**src/rtl/coax_rx_buffer.sv**
```systemverilog
// rtl/coax_rx_buffer.sv - show-ahead receive FIFO with frame/error tracking for the coax receiver
//
// Purpose: queues 10-bit words from the coax receiver for the host side, pulses
// frame_done when a frame closes cleanly, and holds sticky error/overflow flags
// until clear.
//
// Optional feature: define COAX_RX_BUFFER_DISCARD_ON_ERROR_EN to drop the words of
// a frame that is aborted by rx_error (those not yet popped by the host).
//
// Ports:
//   clk, reset         clock; asynchronous active-high reset
//   clear              synchronous clear of FIFO, flags and frame tracking
//   rx_active          receiver has a frame in progress
//   rx_error, rx_data  receiver error flag; rx_data carries the error code while high
//   rx_strobe          rx_data is a received word this cycle
//   read_strobe        host pops the head word
//   data               head word, valid while !empty
//   empty, full, depth FIFO occupancy (depth = 0..DEPTH)
//   frame_done         one-cycle pulse at a clean end of frame
//   error, error_code  sticky error and the code seen on the first error
//   overflow           sticky: a word was dropped because the FIFO was full

module coax_rx_buffer #(
  parameter int DEPTH = 16,
  localparam int ADDR_W = $clog2(DEPTH)
) (
  input  logic              clk,
  input  logic              reset,
  input  logic              clear,
  input  logic              rx_active,
  input  logic              rx_error,
  input  logic [9:0]        rx_data,
  input  logic              rx_strobe,
  input  logic              read_strobe,
  output logic [9:0]        data,
  output logic              empty,
  output logic              full,
  output logic [ADDR_W:0]   depth,
  output logic              frame_done,
  output logic              error,
  output logic [9:0]        error_code,
  output logic              overflow
);

  localparam logic [1:0] ST_IDLE  = 2'd0;
  localparam logic [1:0] ST_FRAME = 2'd1;
  localparam logic [1:0] ST_ERROR = 2'd2;

  localparam logic [ADDR_W:0] DEPTH_V = (ADDR_W + 1)'(DEPTH);

  logic [9:0]        mem_q [DEPTH];
  logic [ADDR_W-1:0] wr_ptr_q, wr_ptr_d;
  logic [ADDR_W-1:0] rd_ptr_q, rd_ptr_d;
  logic [ADDR_W:0]   depth_q, depth_d;
  logic [ADDR_W:0]   frame_written_q, frame_written_d;
  logic [1:0]        state_q, state_d;
  logic [9:0]        data_q, data_d;
  logic [9:0]        error_code_q, error_code_d;
  logic              frame_done_q, frame_done_d;
  logic              error_q, error_d;
  logic              overflow_q, overflow_d;

  logic              full_w, empty_w;
  logic              wr_en, rd_en, wr_take, err_entry;
  logic [ADDR_W:0]   rewind;

  assign full_w    = (depth_q == DEPTH_V);
  assign empty_w   = (depth_q == '0);
  assign wr_en     = rx_strobe && (!full_w || read_strobe);
  assign rd_en     = read_strobe && !empty_w;
  assign err_entry = rx_error && (state_q != ST_ERROR);

`ifdef COAX_RX_BUFFER_DISCARD_ON_ERROR_EN
  logic            discard;
  logic [ADDR_W:0] avail;

  // Only the newest frame words still in the FIFO can be recalled; a word popped
  // this same cycle is already gone, so it is excluded from what can be rewound.
  assign discard = err_entry && (state_q == ST_FRAME);
  assign avail   = depth_q - (ADDR_W + 1)'(rd_en);
  assign rewind  = !discard ? '0 :
                   (frame_written_q < avail) ? frame_written_q : avail;
  assign wr_take = wr_en && !discard;
`else
  assign rewind  = '0;
  assign wr_take = wr_en;
`endif

  always_comb begin
    wr_ptr_d        = wr_ptr_q + ADDR_W'(wr_take) - rewind[ADDR_W-1:0];
    rd_ptr_d        = rd_ptr_q + ADDR_W'(rd_en);
    depth_d         = depth_q + (ADDR_W + 1)'(wr_take) - (ADDR_W + 1)'(rd_en) - rewind;
    frame_written_d = frame_written_q;
    state_d         = state_q;
    data_d          = data_q;
    error_code_d    = error_code_q;
    frame_done_d    = 1'b0;
    error_d         = error_q;
    overflow_d      = overflow_q;

    // The head only changes on a pop or on a write into an empty FIFO; a word
    // landing at the new head slot is bypassed because mem_q updates at the edge.
    if (rd_en || wr_take) begin
      if (wr_take && (wr_ptr_q == rd_ptr_d)) begin
        data_d = rx_data;
      end else begin
        data_d = mem_q[rd_ptr_d];
      end
    end

    if (rx_strobe && full_w && !read_strobe) begin
      overflow_d = 1'b1;
    end

    if (err_entry) begin
      state_d = ST_ERROR;
      error_d = 1'b1;
      // Keep the code of the first error until the host clears it.
      if (!error_q) begin
        error_code_d = rx_data;
      end
    end else begin
      case (state_q)
        ST_IDLE: begin
          if (rx_active) begin
            state_d         = ST_FRAME;
            frame_written_d = '0;
          end
        end
        ST_FRAME: begin
          if (wr_take && (frame_written_q != DEPTH_V)) begin
            frame_written_d = frame_written_q + 1'b1;
          end
          if (!rx_active) begin
            state_d      = ST_IDLE;
            frame_done_d = 1'b1;
          end
        end
        ST_ERROR: begin
          if (!rx_error && !rx_active) begin
            state_d = ST_IDLE;
          end
        end
        default: state_d = ST_IDLE;
      endcase
    end

    if (clear) begin
      wr_ptr_d        = '0;
      rd_ptr_d        = '0;
      depth_d         = '0;
      frame_written_d = '0;
      state_d         = ST_IDLE;
      data_d          = data_q;
      error_code_d    = '0;
      frame_done_d    = 1'b0;
      error_d         = 1'b0;
      overflow_d      = 1'b0;
    end
  end

  always_ff @(posedge clk or posedge reset) begin
    if (reset) begin
      wr_ptr_q        <= '0;
      rd_ptr_q        <= '0;
      depth_q         <= '0;
      frame_written_q <= '0;
      state_q         <= ST_IDLE;
      data_q          <= '0;
      error_code_q    <= '0;
      frame_done_q    <= 1'b0;
      error_q         <= 1'b0;
      overflow_q      <= 1'b0;
    end else begin
      wr_ptr_q        <= wr_ptr_d;
      rd_ptr_q        <= rd_ptr_d;
      depth_q         <= depth_d;
      frame_written_q <= frame_written_d;
      state_q         <= state_d;
      data_q          <= data_d;
      error_code_q    <= error_code_d;
      frame_done_q    <= frame_done_d;
      error_q         <= error_d;
      overflow_q      <= overflow_d;
    end
  end

  // Storage array has no reset; only the pointers define what is valid.
  always_ff @(posedge clk) begin
    if (wr_take && !clear) begin
      mem_q[wr_ptr_q] <= rx_data;
    end
  end

  assign data       = data_q;
  assign empty      = empty_w;
  assign full       = full_w;
  assign depth      = depth_q;
  assign frame_done = frame_done_q;
  assign error      = error_q;
  assign error_code = error_code_q;
  assign overflow   = overflow_q;

endmodule

```
**config.mk**
```make
export PLATFORM = sky130hd
export DESIGN_NAME = coax_rx_buffer
export DESIGN_NICKNAME = d
export VERILOG_FILES = /design/src/rtl/coax_rx_buffer.sv
export SDC_FILE = /design/constraint.sdc
export NUM_CORES = 1
export LEC_CHECK = 0
export CORE_AREA = 2 2 125 127
export CTS_BUF_LIST = sky130_fd_sc_hd__clkbuf_4 sky130_fd_sc_hd__clkbuf_8 sky130_fd_sc_hd__clkbuf_16
export CTS_CLUSTER_DIAMETER = 150
export DETAILED_ROUTE_END_ITERATION = 16
export DIE_AREA = 0 0 127 129
export PLACE_DENSITY = 0.73
export SYNTH_ARGS = -nofsm -noshare
export SYNTH_HDL_FRONTEND = slang
export SYNTH_SLANG_ARGS = --single-unit
export TNS_END_PERCENT = 20
```
**constraint.sdc**
```tcl
create_clock -name clk -period 8.74 [get_ports clk]
set_input_delay 1.748 -clock clk [delete_from_list [all_inputs] [get_ports clk]]
set_output_delay 1.748 -clock clk [all_outputs]
set_load 0.02 [all_outputs]
```
==> impl_results.md <==
* Clk root buf: clkbuf_16
* Internal power at about 2.0 mW
* Comb pwr share at 30.7%
* Worst min-delay path category: reg2reg
* Critical Path Start Type: input port
* Final instance area at between 0.009 and 0.01 mm²
* Crit path buffers/inverters at 2
* H-tree depth at 4
* Total CTS buffers at 17
* Worst-path clk slew at around 70 ps
* Worst path top cell family by delay: adder cells
* Placed instance area at slightly below 0.009 mm²
* Initial core utilization at a little over half
* Slowest cell delay on critical path at ~1100 ps
* Hold Slack at between 400 and 500 ps
* Worst Hold Depth at 1
* Clock Skew at around 7.5 ps
* Die height at roughly 130 µm
* Sw Share at ~29%
* Syn Inst Count at roughly 440
* Critical path endpoint category: flop
* VDD IR max at roughly 0.20 mV
* Post-CTS setup buffers at 0
* Clock Tree Buf Depth at 2
* Max stage delay cell, worst path: ha_2
* Initial antenna violation count at 0
* Rows at 45
* Routed length per placed instance at roughly 23 µm
* Core Footprint at 0.0150 mm²
* Crit Path Class: in2reg
* Total Wirelength at around 16000 µm
* Period minus WS final at ~4700 ps
* Number of remaining DRC errors at 0
* Die Area at around 0.016 mm²
* GPL Wtd Cong at 0.806
* R2R cell count at 11
* Buffers on Ports at 46
* Slew @ Worst Pin at about 1300 ps
* Syn_area_per_cell at ~19 µm²
* # IOs at between 40 and 50
* Layout cells sized above 1 at ~18%
* Max-slew headroom at 10.4%
* Psw at 0.799 mW
* ANT nets after route at 0
* Register area share after synthesis at between 70% and 80%
* Crit Path Max Fanout at 42
* Clock latency on the worst-skew pair at between 400 and 500 ps
* Antenna cells at 0
* CTS hold repair buffers at 0
* Die X-Extent at 127 µm
* Area growth syn-to-layout at 15.9%
* Final hold vios at 0
* Synthesized area at between 0.008 and 0.009 mm²
* Post-CTS Resized at 0
* Post-synth EDFFs at 160
* First-pass GRT wire length at 24400 µm
* Gr ovfl total at 0
* CP Depth at 9
* Async SR Flop Fraction at 19.2%
* Drt first pass iters at 5
* Core Util, Final at a little over three fifths
* Sequential power share at roughly 40%
* Cell chain of the critical path: clkdlybuf4s50_1 > o21ai_0 > inv_1 > ha_2 > ha_2 > xor2_2 > or3_1 > o31a_1 > a221o_1
* Cell variety after synth at 45
* Max Cap Violations at 0
* CTS tree: done
* Yosys warns at 0
* Crit path arrival time at around 5000 ps
* Worst endpoint required time at just over 9000 ps
* Clock share of power at around 29%
* PwrDens at between 200 and 300 mW/mm²
* Outcome: finished clean
* Power, Total at roughly 2.8 mW
* Tcrit/Tclk final at between 50% and 60%
* GR Util All Layers at between 20% and 30%
* #FFs+latches synth at 198
* Top post-synthesis cells by area: edfxtp_1 (59%), dfrtp_1 (12%), mux4_2 (11%), mux2i_1 (4.8%), ha_1 (1.7%)
* Top FF cell, synth: edfxtp_1
* DRT iter0 DRCs at around 300
* RSZ-0062 raised after global routing: no
* DR vias at approximately 4100
* Leak at between 3 and 4 nW
* Hpwl dp at between 9000 and 10000 µm
* Via density at 5.91
* Cell mode on critical path: ha_2
* Setup_tns at 0 ps
* Clock sinks at slightly below 200
* Final setup fails at 0
* Post-Syn Nets at 466
* Vias in the first global route at about 4200
* Top-area cell type share of the netlist area at around three fifths
* Synth area leader: edfxtp_1
* F_max at about 210 MHz
* Max Slew Vio Count at 0
* Largest net degree at the start of global routing at 43
* Nets at between 500 and 600
## synthesized netlist by cell type, drive strengths merged, types with 2 or more instances
library cell / count
buf: 12
mux2i: 39
nor3: 6
nand2b: 3
nand3: 2
a21oi: 3
xnor2: 3
nor4: 2
mux4: 40
nor2: 35
or4b: 2
nand2: 3
dfrtp: 38
xor2: 5
and3: 2
ha: 11
edfxtp: 160
and2: 9
clkbuf: 11
a221o: 9
nor2b: 9
inv: 12
xor3: 2
## final cells by class
class / instances / area (µm²)
multi-input cells: 204 / 2220
clock buffers: 19 / 440
flip-flops and latches: 198 / 5760
clock inverters: 13 / 173
inverters: 12 / 45.0
well taps: 188 / 235
repair buffers: 53 / 513
fillers: 1044 / 5590
## per-stage QoR
| stage | setup slack [ps] | std cells |
|---|---|---|
| 2_1_floorplan | 4890 | 437 |
| 3_3_place_gp | 3680 | 655 |
| 3_5_place_dp | 3610 | 655 |
| 4_1_cts | 4050 | 687 |
| 5_1_grt | 3890 | 687 |
| 6_report | 4040 | 687 |
## layout by cell type, fill, tap and decap left out, types with 2 or more instances in the layout
cell type / count
a21oi_1: 3
a221o_1: 9
and2_1: 9
and3_1: 2
buf_4: 7
bufinv_16: 3
clkbuf_16: 17
clkbuf_4: 2
clkdlybuf4s50_1: 46
clkinv_2: 3
clkinv_4: 2
dfrtp_1: 38
edfxtp_1: 160
ha_1: 9
ha_2: 2
inv_1: 11
inv_8: 3
mux2i_1: 39
mux4_2: 40
nand2_1: 3
nand2b_1: 3
nand3_1: 2
nor2_1: 35
nor2b_1: 9
nor3_1: 3
nor3_2: 3
nor4_1: 2
or4b_1: 2
xnor2_1: 3
xor2_1: 3
xor2_2: 2
xor3_1: 2
## worst paths after layout
check | from | slack [ps] | end
min in group asynchronous | reset | 1730 | depth[0]$_DFF_PP0_
min | state_q[1]$_DFFE_PP0P_ | 470 | frame_done$_DFF_PP0_
max in group asynchronous | reset | 6660 | data[2]$_DFFE_PP0P_
max reg2reg | depth[3]$_DFF_PP0_ | 4950 | data[5]$_DFFE_PP0P_
max | read_strobe | 4040 | data[5]$_DFFE_PP0P_
min reg2reg | state_q[1]$_DFFE_PP0P_ | 470 | frame_done$_DFF_PP0_
## state kept, by name, indices dropped and copies added, names as in the netlist
name and count:
mem_q 160, data 10, error_code 10, depth 5, rd_ptr_q 4, wr_ptr_q 4
state_q 2, error 1, frame_done 1, overflow 1
## logic make-up (layout without fill, tap and decap cells)
logic type,count (synthesis),count (layout),synth area share [%]
DFF,198,198,71.1
and+or+nand+nor,81,81,5.22
muxes,80,80,16.1
buffers and inverters,35,97,1.82
AOI/OAI and AO/OA,20,20,2.04
adders and majority gates,12,12,1.95
xor gates and xnor gates,11,11,1.82
## worst register-to-register path: stages (launching register included)
cell     delay [ps]
dfrtp_1         400
inv_1            80
ha_1            170
nand2_1          70
o21ai_0         220
inv_1           110
ha_2            190
ha_2           1070
xor2_2          200
or3_1           410
o31a_1          380
a221o_1         380
## power by group through the flow
| stage | clock network [mW] | logic (mW) | registers (mW) |
|---|---|---|---|
| 6_report | 0.803 | 0.849 | 1.12 |
| 5_1_grt | 0.849 | 0.930 | 1.12 |
| 4_1_cts | 0.818 | 0.867 | 1.12 |
| 3_5_place_dp | 0 | 0.861 | 1.14 |
| 3_3_place_gp | 0 | 0.842 | 1.14 |
| 2_1_floorplan | 0 | 0.593 | 1.16 |
## per-layer routing
| metal | track usage [%] | up-vias | share of wire, % |
|---|---|---|---|
| met3 | 4.53 | 18 | 4.4 |
| met2 | 33.7 | 117 | 50 |
| met4 | 8.08 | 0 | 2.0 |
| met1 | 28.1 | 2112 | 43 |
| li1 | - | 1813 | - |
| met5 | 0 | - | 0 |
Power figures use the tool's default switching activity.
